--- src/rtl/addsub_bist_pkg.sv ---
// Shared types, constants and the golden add/sub model for the adder BIST.
package addsub_bist_pkg;

  typedef enum logic [1:0] {
    IDLE   = 2'd0,
    SETTLE = 2'd1,
    CHECK  = 2'd2,
    DONE   = 2'd3
  } state_t;

  // Galois feedback taps (x^16 + x^14 + x^13 + x^11 + 1), right-shifting form.
  localparam logic [15:0] LFSR_POLY = 16'hB400;

  // Directed corner vectors applied before the pseudo-random ones.
  localparam int NUM_CORNERS = 4;
  localparam logic [15:0] CORNER_A  [NUM_CORNERS] = '{16'h0000, 16'hFFFF, 16'h0000, 16'h8000};
  localparam logic [15:0] CORNER_B  [NUM_CORNERS] = '{16'h0000, 16'h0001, 16'h0001, 16'h8000};
  localparam logic        CORNER_OP [NUM_CORNERS] = '{1'b0, 1'b0, 1'b1, 1'b0};

  // Widest operand the golden model accepts.
  localparam int GOLD_MAX_W = 64;

  // Returns {Co,S} in the low width+1 bits; subtract is A + ~B + 1 so Co=1 means no borrow.
  function automatic logic [GOLD_MAX_W:0] golden_addsub(
    input logic [GOLD_MAX_W-1:0] a,
    input logic [GOLD_MAX_W-1:0] b,
    input logic                  op,
    input int                    width
  );
    logic [GOLD_MAX_W-1:0] mask;
    logic [GOLD_MAX_W-1:0] b_eff;
    mask  = (width >= GOLD_MAX_W) ? '1 : ((GOLD_MAX_W'(1) << width) - GOLD_MAX_W'(1));
    b_eff = op ? (~b & mask) : (b & mask);
    return {1'b0, a & mask} + {1'b0, b_eff} + (GOLD_MAX_W + 1)'(op);
  endfunction

endpackage

--- src/rtl/addsub_bist_lfsr.sv ---
// 16-bit Galois LFSR with seed load and step enable; exposes the current and one-step-ahead value.
module bist_lfsr
  import addsub_bist_pkg::*;
(
  input  logic        clk,
  input  logic        rst_n,
  input  logic        load,
  input  logic        step,
  input  logic [15:0] seed,
  output logic [15:0] value,
  output logic [15:0] value_stepped
);

  logic [15:0] state_reg;

  assign value         = state_reg;
  assign value_stepped = {1'b0, state_reg[15:1]} ^ (state_reg[0] ? LFSR_POLY : 16'h0000);

  // Seed load wins over stepping; reset value is nonzero so the register never locks up.
  always_ff @(posedge clk or negedge rst_n) begin
    if (!rst_n) begin
      state_reg <= 16'h0001;
    end else if (load) begin
      state_reg <= seed;
    end else if (step) begin
      state_reg <= value_stepped;
    end
  end

endmodule

--- src/rtl/addsub_bist.sv ---
// BIST controller: drives the ripple-carry add/sub unit, checks every response and records the first failure.
module addsub_bist
  import addsub_bist_pkg::*;
#(
  parameter int          WIDTH         = 16,
  parameter int          NUM_VECTORS   = 256,
  parameter int          SETTLE_CYCLES = 2,
  parameter logic [15:0] LFSR_SEED     = 16'hACE1
) (
  input  logic             clk,
  input  logic             rst_n,
  input  logic             start,
  output logic             busy,
  output logic             done,
  output logic             pass,
  output logic [15:0]      err_count,
  output logic [15:0]      fail_idx,
  output logic [WIDTH-1:0] fail_A,
  output logic [WIDTH-1:0] fail_B,
  output logic             fail_op,
  output logic [WIDTH-1:0] dut_A,
  output logic [WIDTH-1:0] dut_B,
  output logic             dut_add_sub,
  input  logic [WIDTH-1:0] dut_S,
  input  logic             dut_Co
);

  localparam int               CNT_W       = (SETTLE_CYCLES > 1) ? $clog2(SETTLE_CYCLES) : 1;
  localparam logic [CNT_W-1:0] SETTLE_INIT = CNT_W'(SETTLE_CYCLES - 1);
  localparam logic [15:0]      LAST_IDX    = 16'(NUM_VECTORS - 1);
  localparam logic [15:0]      SEED_EFF    = (LFSR_SEED == 16'h0000) ? 16'h0001 : LFSR_SEED;

  state_t           state_reg, state_next;
  logic [CNT_W-1:0] settle_cnt_reg;
  logic [15:0]      idx_reg, idx_next;
  logic [WIDTH-1:0] dut_a_reg, dut_b_reg;
  logic             dut_op_reg;
  logic [15:0]      err_count_reg, fail_idx_reg;
  logic [WIDTH-1:0] fail_a_reg, fail_b_reg;
  logic             fail_op_reg;

  logic             start_run, settle_last, in_check, last_vec, lfsr_step;
  logic [WIDTH-1:0] vec_a_next, vec_b_next;
  logic             vec_op_next;
  logic [15:0]      lfsr_value, lfsr_stepped;
  logic [WIDTH:0]   gold;
  logic             mismatch;

  // Corner constants adapted to the operand width (sign-extended or truncated).
  logic [WIDTH-1:0] corner_a [NUM_CORNERS];
  logic [WIDTH-1:0] corner_b [NUM_CORNERS];
  genvar gi;
  generate
    for (gi = 0; gi < NUM_CORNERS; gi++) begin : g_corner
      assign corner_a[gi] = WIDTH'($signed(CORNER_A[gi]));
      assign corner_b[gi] = WIDTH'($signed(CORNER_B[gi]));
    end
  endgenerate

  assign settle_last = (state_reg == SETTLE) && (settle_cnt_reg == '0);
  assign in_check    = (state_reg == CHECK);
  assign last_vec    = (idx_reg == LAST_IDX);
  // The LFSR only advances while producing random vectors: the pair for vector idx+1
  // comes from steps in the last settle cycle and the check cycle of vector idx (idx>=3).
  assign lfsr_step   = (idx_reg >= 16'(NUM_CORNERS - 1)) && (settle_last || in_check);

  bist_lfsr u_lfsr (
    .clk           (clk),
    .rst_n         (rst_n),
    .load          (start_run),
    .step          (lfsr_step),
    .seed          (SEED_EFF),
    .value         (lfsr_value),
    .value_stepped (lfsr_stepped)
  );

  assign gold     = (WIDTH + 1)'(golden_addsub(GOLD_MAX_W'(dut_a_reg), GOLD_MAX_W'(dut_b_reg),
                                               dut_op_reg, WIDTH));
  assign mismatch = ({dut_Co, dut_S} != gold);

  // State register.
  always_ff @(posedge clk or negedge rst_n) begin
    if (!rst_n) begin
      state_reg <= IDLE;
    end else begin
      state_reg <= state_next;
    end
  end

  // Next-state logic; start is only honoured while idle or done.
  always_comb begin
    state_next = state_reg;
    start_run  = 1'b0;
    case (state_reg)
      IDLE, DONE: begin
        if (start) begin
          state_next = SETTLE;
          start_run  = 1'b1;
        end
      end
      SETTLE:  if (settle_cnt_reg == '0) state_next = CHECK;
      CHECK:   state_next = last_vec ? DONE : SETTLE;
      default: state_next = IDLE;
    endcase
  end

  // Vector that follows the current one: a corner, or the LFSR pair with op = idx[0].
  always_comb begin
    idx_next    = idx_reg + 16'd1;
    vec_a_next  = WIDTH'(lfsr_value);
    vec_b_next  = WIDTH'(lfsr_stepped);
    vec_op_next = idx_next[0];
    if (idx_next < 16'(NUM_CORNERS)) begin
      vec_a_next  = corner_a[idx_next[1:0]];
      vec_b_next  = corner_b[idx_next[1:0]];
      vec_op_next = CORNER_OP[idx_next[1:0]];
    end
  end

  // Run datapath: vector registers, settle counter, error count and first-failure capture.
  always_ff @(posedge clk or negedge rst_n) begin
    if (!rst_n) begin
      settle_cnt_reg <= '0;
      idx_reg        <= '0;
      dut_a_reg      <= '0;
      dut_b_reg      <= '0;
      dut_op_reg     <= 1'b0;
      err_count_reg  <= '0;
      fail_idx_reg   <= '0;
      fail_a_reg     <= '0;
      fail_b_reg     <= '0;
      fail_op_reg    <= 1'b0;
    end else if (start_run) begin
      settle_cnt_reg <= SETTLE_INIT;
      idx_reg        <= '0;
      dut_a_reg      <= corner_a[0];
      dut_b_reg      <= corner_b[0];
      dut_op_reg     <= CORNER_OP[0];
      err_count_reg  <= '0;
      fail_idx_reg   <= '0;
      fail_a_reg     <= '0;
      fail_b_reg     <= '0;
      fail_op_reg    <= 1'b0;
    end else begin
      if ((state_reg == SETTLE) && (settle_cnt_reg != '0)) begin
        settle_cnt_reg <= settle_cnt_reg - CNT_W'(1);
      end
      if (in_check) begin
        if (mismatch) begin
          if (err_count_reg != 16'hFFFF) err_count_reg <= err_count_reg + 16'd1;
          if (err_count_reg == 16'h0000) begin
            fail_idx_reg <= idx_reg;
            fail_a_reg   <= dut_a_reg;
            fail_b_reg   <= dut_b_reg;
            fail_op_reg  <= dut_op_reg;
          end
        end
        if (!last_vec) begin
          idx_reg        <= idx_next;
          settle_cnt_reg <= SETTLE_INIT;
          dut_a_reg      <= vec_a_next;
          dut_b_reg      <= vec_b_next;
          dut_op_reg     <= vec_op_next;
        end
      end
    end
  end

  assign busy        = (state_reg == SETTLE) || (state_reg == CHECK);
  assign done        = (state_reg == DONE);
  assign pass        = done && (err_count_reg == 16'h0000);
  assign err_count   = err_count_reg;
  assign fail_idx    = fail_idx_reg;
  assign fail_A      = fail_a_reg;
  assign fail_B      = fail_b_reg;
  assign fail_op     = fail_op_reg;
  assign dut_A       = dut_a_reg;
  assign dut_B       = dut_b_reg;
  assign dut_add_sub = dut_op_reg;

endmodule

--- config.mk ---
export PLATFORM = sky130hd
export DESIGN_NAME = addsub_bist
export DESIGN_NICKNAME = d
export VERILOG_FILES = /design/src/rtl/addsub_bist_pkg.sv /design/src/rtl/addsub_bist_lfsr.sv /design/src/rtl/addsub_bist.sv
export SDC_FILE = /design/constraint.sdc
export NUM_CORES = 1
export LEC_CHECK = 0
export CAP_MARGIN = 20
export CORE_MARGIN = 8
export CORE_UTILIZATION = 60
export CTS_BUF_LIST = sky130_fd_sc_hd__clkbuf_2
export CTS_CLUSTER_DIAMETER = 30
export CTS_CLUSTER_SIZE = 14
export DETAILED_ROUTE_END_ITERATION = 8
export DONT_BUFFER_PORTS = 1
export PLACE_DENSITY_LB_ADDON = 0.3
export SLEW_MARGIN = 30
export SYNTH_ARGS = -nofsm -noshare
export SYNTH_HDL_FRONTEND = slang
export SYNTH_HIERARCHICAL = 1
export SYNTH_SLANG_ARGS = --single-unit
--- constraint.sdc ---
create_clock -name clk -period 10.4 [get_ports clk]
set_input_delay 2.6 -clock clk [delete_from_list [all_inputs] [get_ports clk]]
set_output_delay 2.6 -clock clk [all_outputs]
set_load 0.005 [all_outputs]
==> results by group <==
Synthesis
  • Mux share of post-synthesis cell area: 0.02395
  • Post-Syn Area: a little over 8000 µm²
  • XOR/XNOR Fraction of Synth Area: 0.06166
  • Main flop type after synthesis: dfrtp_1
  • Cells after Synth: 875
  • Synthesized flop and latch total: 133
  • Ys async rst share: 1.000
  • Compound-cell area share of the yosys netlist: 0.2298
  • Ys Warns: 6
  • Post-synthesis sequential area ratio: 0.4112
  • Synth Area in Adders: 0.04265
  • Syn avg cell area: around 9.3 µm²
  • Number of flops mapped to enable cells by yosys: 0
  • Post-Synth Simple-Gate Area: 0.1490
  • Yosys cell types: 76
  • Main combinational cell family by area after synthesis: compound AO/OA/AOI/OAI gates

Power
  • P_leak: 3.599 nW
  • Pwr Density: 236.1 nW/µm²
  • IR drop worst, VDD: around 120 µV
  • PnR Total Power: 1.965 mW

Critical path
  • WS Path Type: reg -> reg
  • Element type at the critical path end: flop
  • Crit path DAT: 5.69 ns
  • Critical path fanouts, max: 19
  • CP max-delay cell: dfrtp_1
  • CP Data Required Time: 10.96 ns
  • CP Launch Type: flop
  • Crit-path max cell delay: 1.00 ns
  • Crit-path cells: mux2i_1 -> fa_1 -> nor2b_1 -> o2111a_1 -> nor3_1 -> a2111oi_0 -> o2111ai_1 -> nor4b_4 -> and2_0 -> o21ai_0

Layout
  • Commonest non-fill, non-tap cell in the layout: dfrtp_1
  • Commonest non-fill, non-tap cells in the layout: dfrtp_1, nand2_1, a21oi_1
  • Final Core Density: 0.6312
  • Post-route insts no fill: 1,039
  • Filler cells: 1,115
  • Design Area, Final: 8325 µm²
  • Layout Nets: around 900
  • Layout cell share with drive strength beyond 1: 0.06852
  • Area grow syn2layout: 2.828%

STA
  • Final Hold Viols: 0
  • Max Freq: 195.2 MHz
  • Worst setup margin: 5.276 ns
  • RSZ-0062 raised after global routing: no
  • Setup TNS: 0 ns
  • Hold Slack: 0.5438 ns
  • Setup violations, final: 0
  • Worst slew pin tran: 0.9374 ns
  • Pins Over Slew Limit: 0
  • Period utilisation layout: 0.4927
  • Slew headroom: 0.3750
  • Final Critical Period: approximately 5.1 ns
  • Clock Skew: 0.03052 ns

Clock tree
  • H-tree Lvls: 4
  • Postcts setup bufs: 0
  • Clock Tree Root: clkbuf_2
  • Clock buffer depth: 2
  • CTS Hold Bufs: 0
  • Clk slew on worst S/H paths: 0.18 ns
  • Clk sinks: 133
  • Post-CTS Resized: 0
  • Clock Latency Late Sink: 0.72 ns
  • CTS tree: done
  • CTS Buf Count: 17

Placed design
  • Placed Area: 8060 µm²
  • IO Port Bufs: 0
  • HPWL Detailed: 15.95 mm
  • RD Place Congestion: 0.9609
  • Post-placement cell count: 1,005
  • Place WS: 4.685 ns

Flow run
  • Max-cap violations: 0

Global route
  • Grt ovf: 0
  • Global-route wire length before repair: 35.93 mm
  • Vias in the first global route: 6,425
  • GR Util All Layers: 0.2557
  • Largest net degree at the start of global routing: 134
  • Antenna violations before repair: 1

Drt
  • Iter 0 DRT Violations: about 760
  • DRC viols: 0
  • Drt wl/cell: 21.53 µm
  • ANT nets after route: 0
  • Drt pass-1 iters: 6
  • Vias: 6,737
  • Vias per cell: approximately 6.5
  • Detailed Route WL: 22.37 mm

Die
  • Area of the die: 17,470 µm²
  • Cell Rows: 42
  • Core area: ~13,000 µm²
  • DIE WIDTH: 132.2 µm
  • Starting Density: 0.6138
  • I/O pin count: 121
  • Die H: 132.2 µm

Hold path
  • Min-Delay Path Class: reg -> reg

Run status
  • Status: finished clean
==> cell usage after synthesis (all sizes together) (6+ instances only) <==
cell type,n,share of area
dfrtp,132,0.41
xnor2,32,0.035
nand4,11,0.0085
ha,26,0.040
o41ai,12,0.013
o211ai,6,0.0056
nand2,77,0.036
nor2,36,0.018
nand2b,6,0.0046
and3,15,0.012
mux2i,16,0.020
o2bb2ai,49,0.060
a31oi,20,0.015
o21ai,47,0.029
inv,69,0.032
buf,39,0.035
nor3,21,0.013
clkbuf,28,0.013
a21oi,75,0.046
nand3,31,0.019
xor2,25,0.027
==> per-layer routing <==
| metal | global-route usage | routed length [µm] | up-vias |
|---|---|---|---|
| li1 | - | - | 3067 |
| met1 | 0.3345 | 9509 | 3282 |
| met2 | 0.3822 | 10050 | 327 |
| met3 | 0.07393 | 1983 | 61 |
| met4 | 0.1200 | 826 | 0 |
| met5 | 0 | 0 | - |
==> critical path: cells and delay by family, from the launching register on <==
family / cells / cell delay (ns)
AND/OR/NAND/NOR: 4 / 1.88
multiplexers: 1 / 0.33
flip-flops: 1 / 1.00
adder cells (fa/ha/maj): 1 / 0.50
AO/OA/AOI/OAI: 4 / 1.27
==> layout make-up <==
cell class                      count  area, µm²  area share
Antenna cell                        2      5.005   0.0006011
Timing Repair Buffer                7      52.55    0.006312
Multi-Input combinational cell    619       4195      0.5039
Tap cell                          176      220.2     0.02645
Inverter                           70      262.8     0.03156
Sequential cell                   133       3329      0.3999
Clock inverter                     12      160.2     0.01924
Clock buffer                       20      100.1     0.01202
==> report_power, final <==
part	leakage (nW)	internal (mW)	total (mW)	switching [mW]
sequential	1.81	0.609	0.755	0.146
clock	0.154	0.157	0.339	0.182
combinational	1.64	0.308	0.871	0.563
==> worst paths after layout <==
| kind | end | startpoint | depth (start not counted) | slack (ns) |
|---|---|---|---|---|
| setup / recovery | err_count[4]$_DFFE_PN0P_ | dut_add_sub$_DFFE_PN0P_ | 10 | 5.28 |
| hold reg to reg | fail_idx[8]$_DFFE_PN0P_ | fail_idx[8]$_DFFE_PN0P_ | 1 | 0.54 |
| setup reg to reg | err_count[4]$_DFFE_PN0P_ | dut_add_sub$_DFFE_PN0P_ | 10 | 5.28 |
| hold / removal | fail_idx[8]$_DFFE_PN0P_ | fail_idx[8]$_DFFE_PN0P_ | 1 | 0.54 |
| min in group asynchronous | u_lfsr/value[12]$_DFFE_PN0P_ | rst_n | 0 | 1.55 |
| max in group asynchronous | u_lfsr/value[0]$_DFFE_PN1P_ | rst_n | 0 | 8.59 |
==> kinds of logic after synthesis <==
logic type,Yosys count
other cells,2
flops,133
xor+xnor,57
mux,18
fa+ha+maj,27
buf+inv,137
simple gates,237
compound gates,264
(Power assumes the default switching activity.)
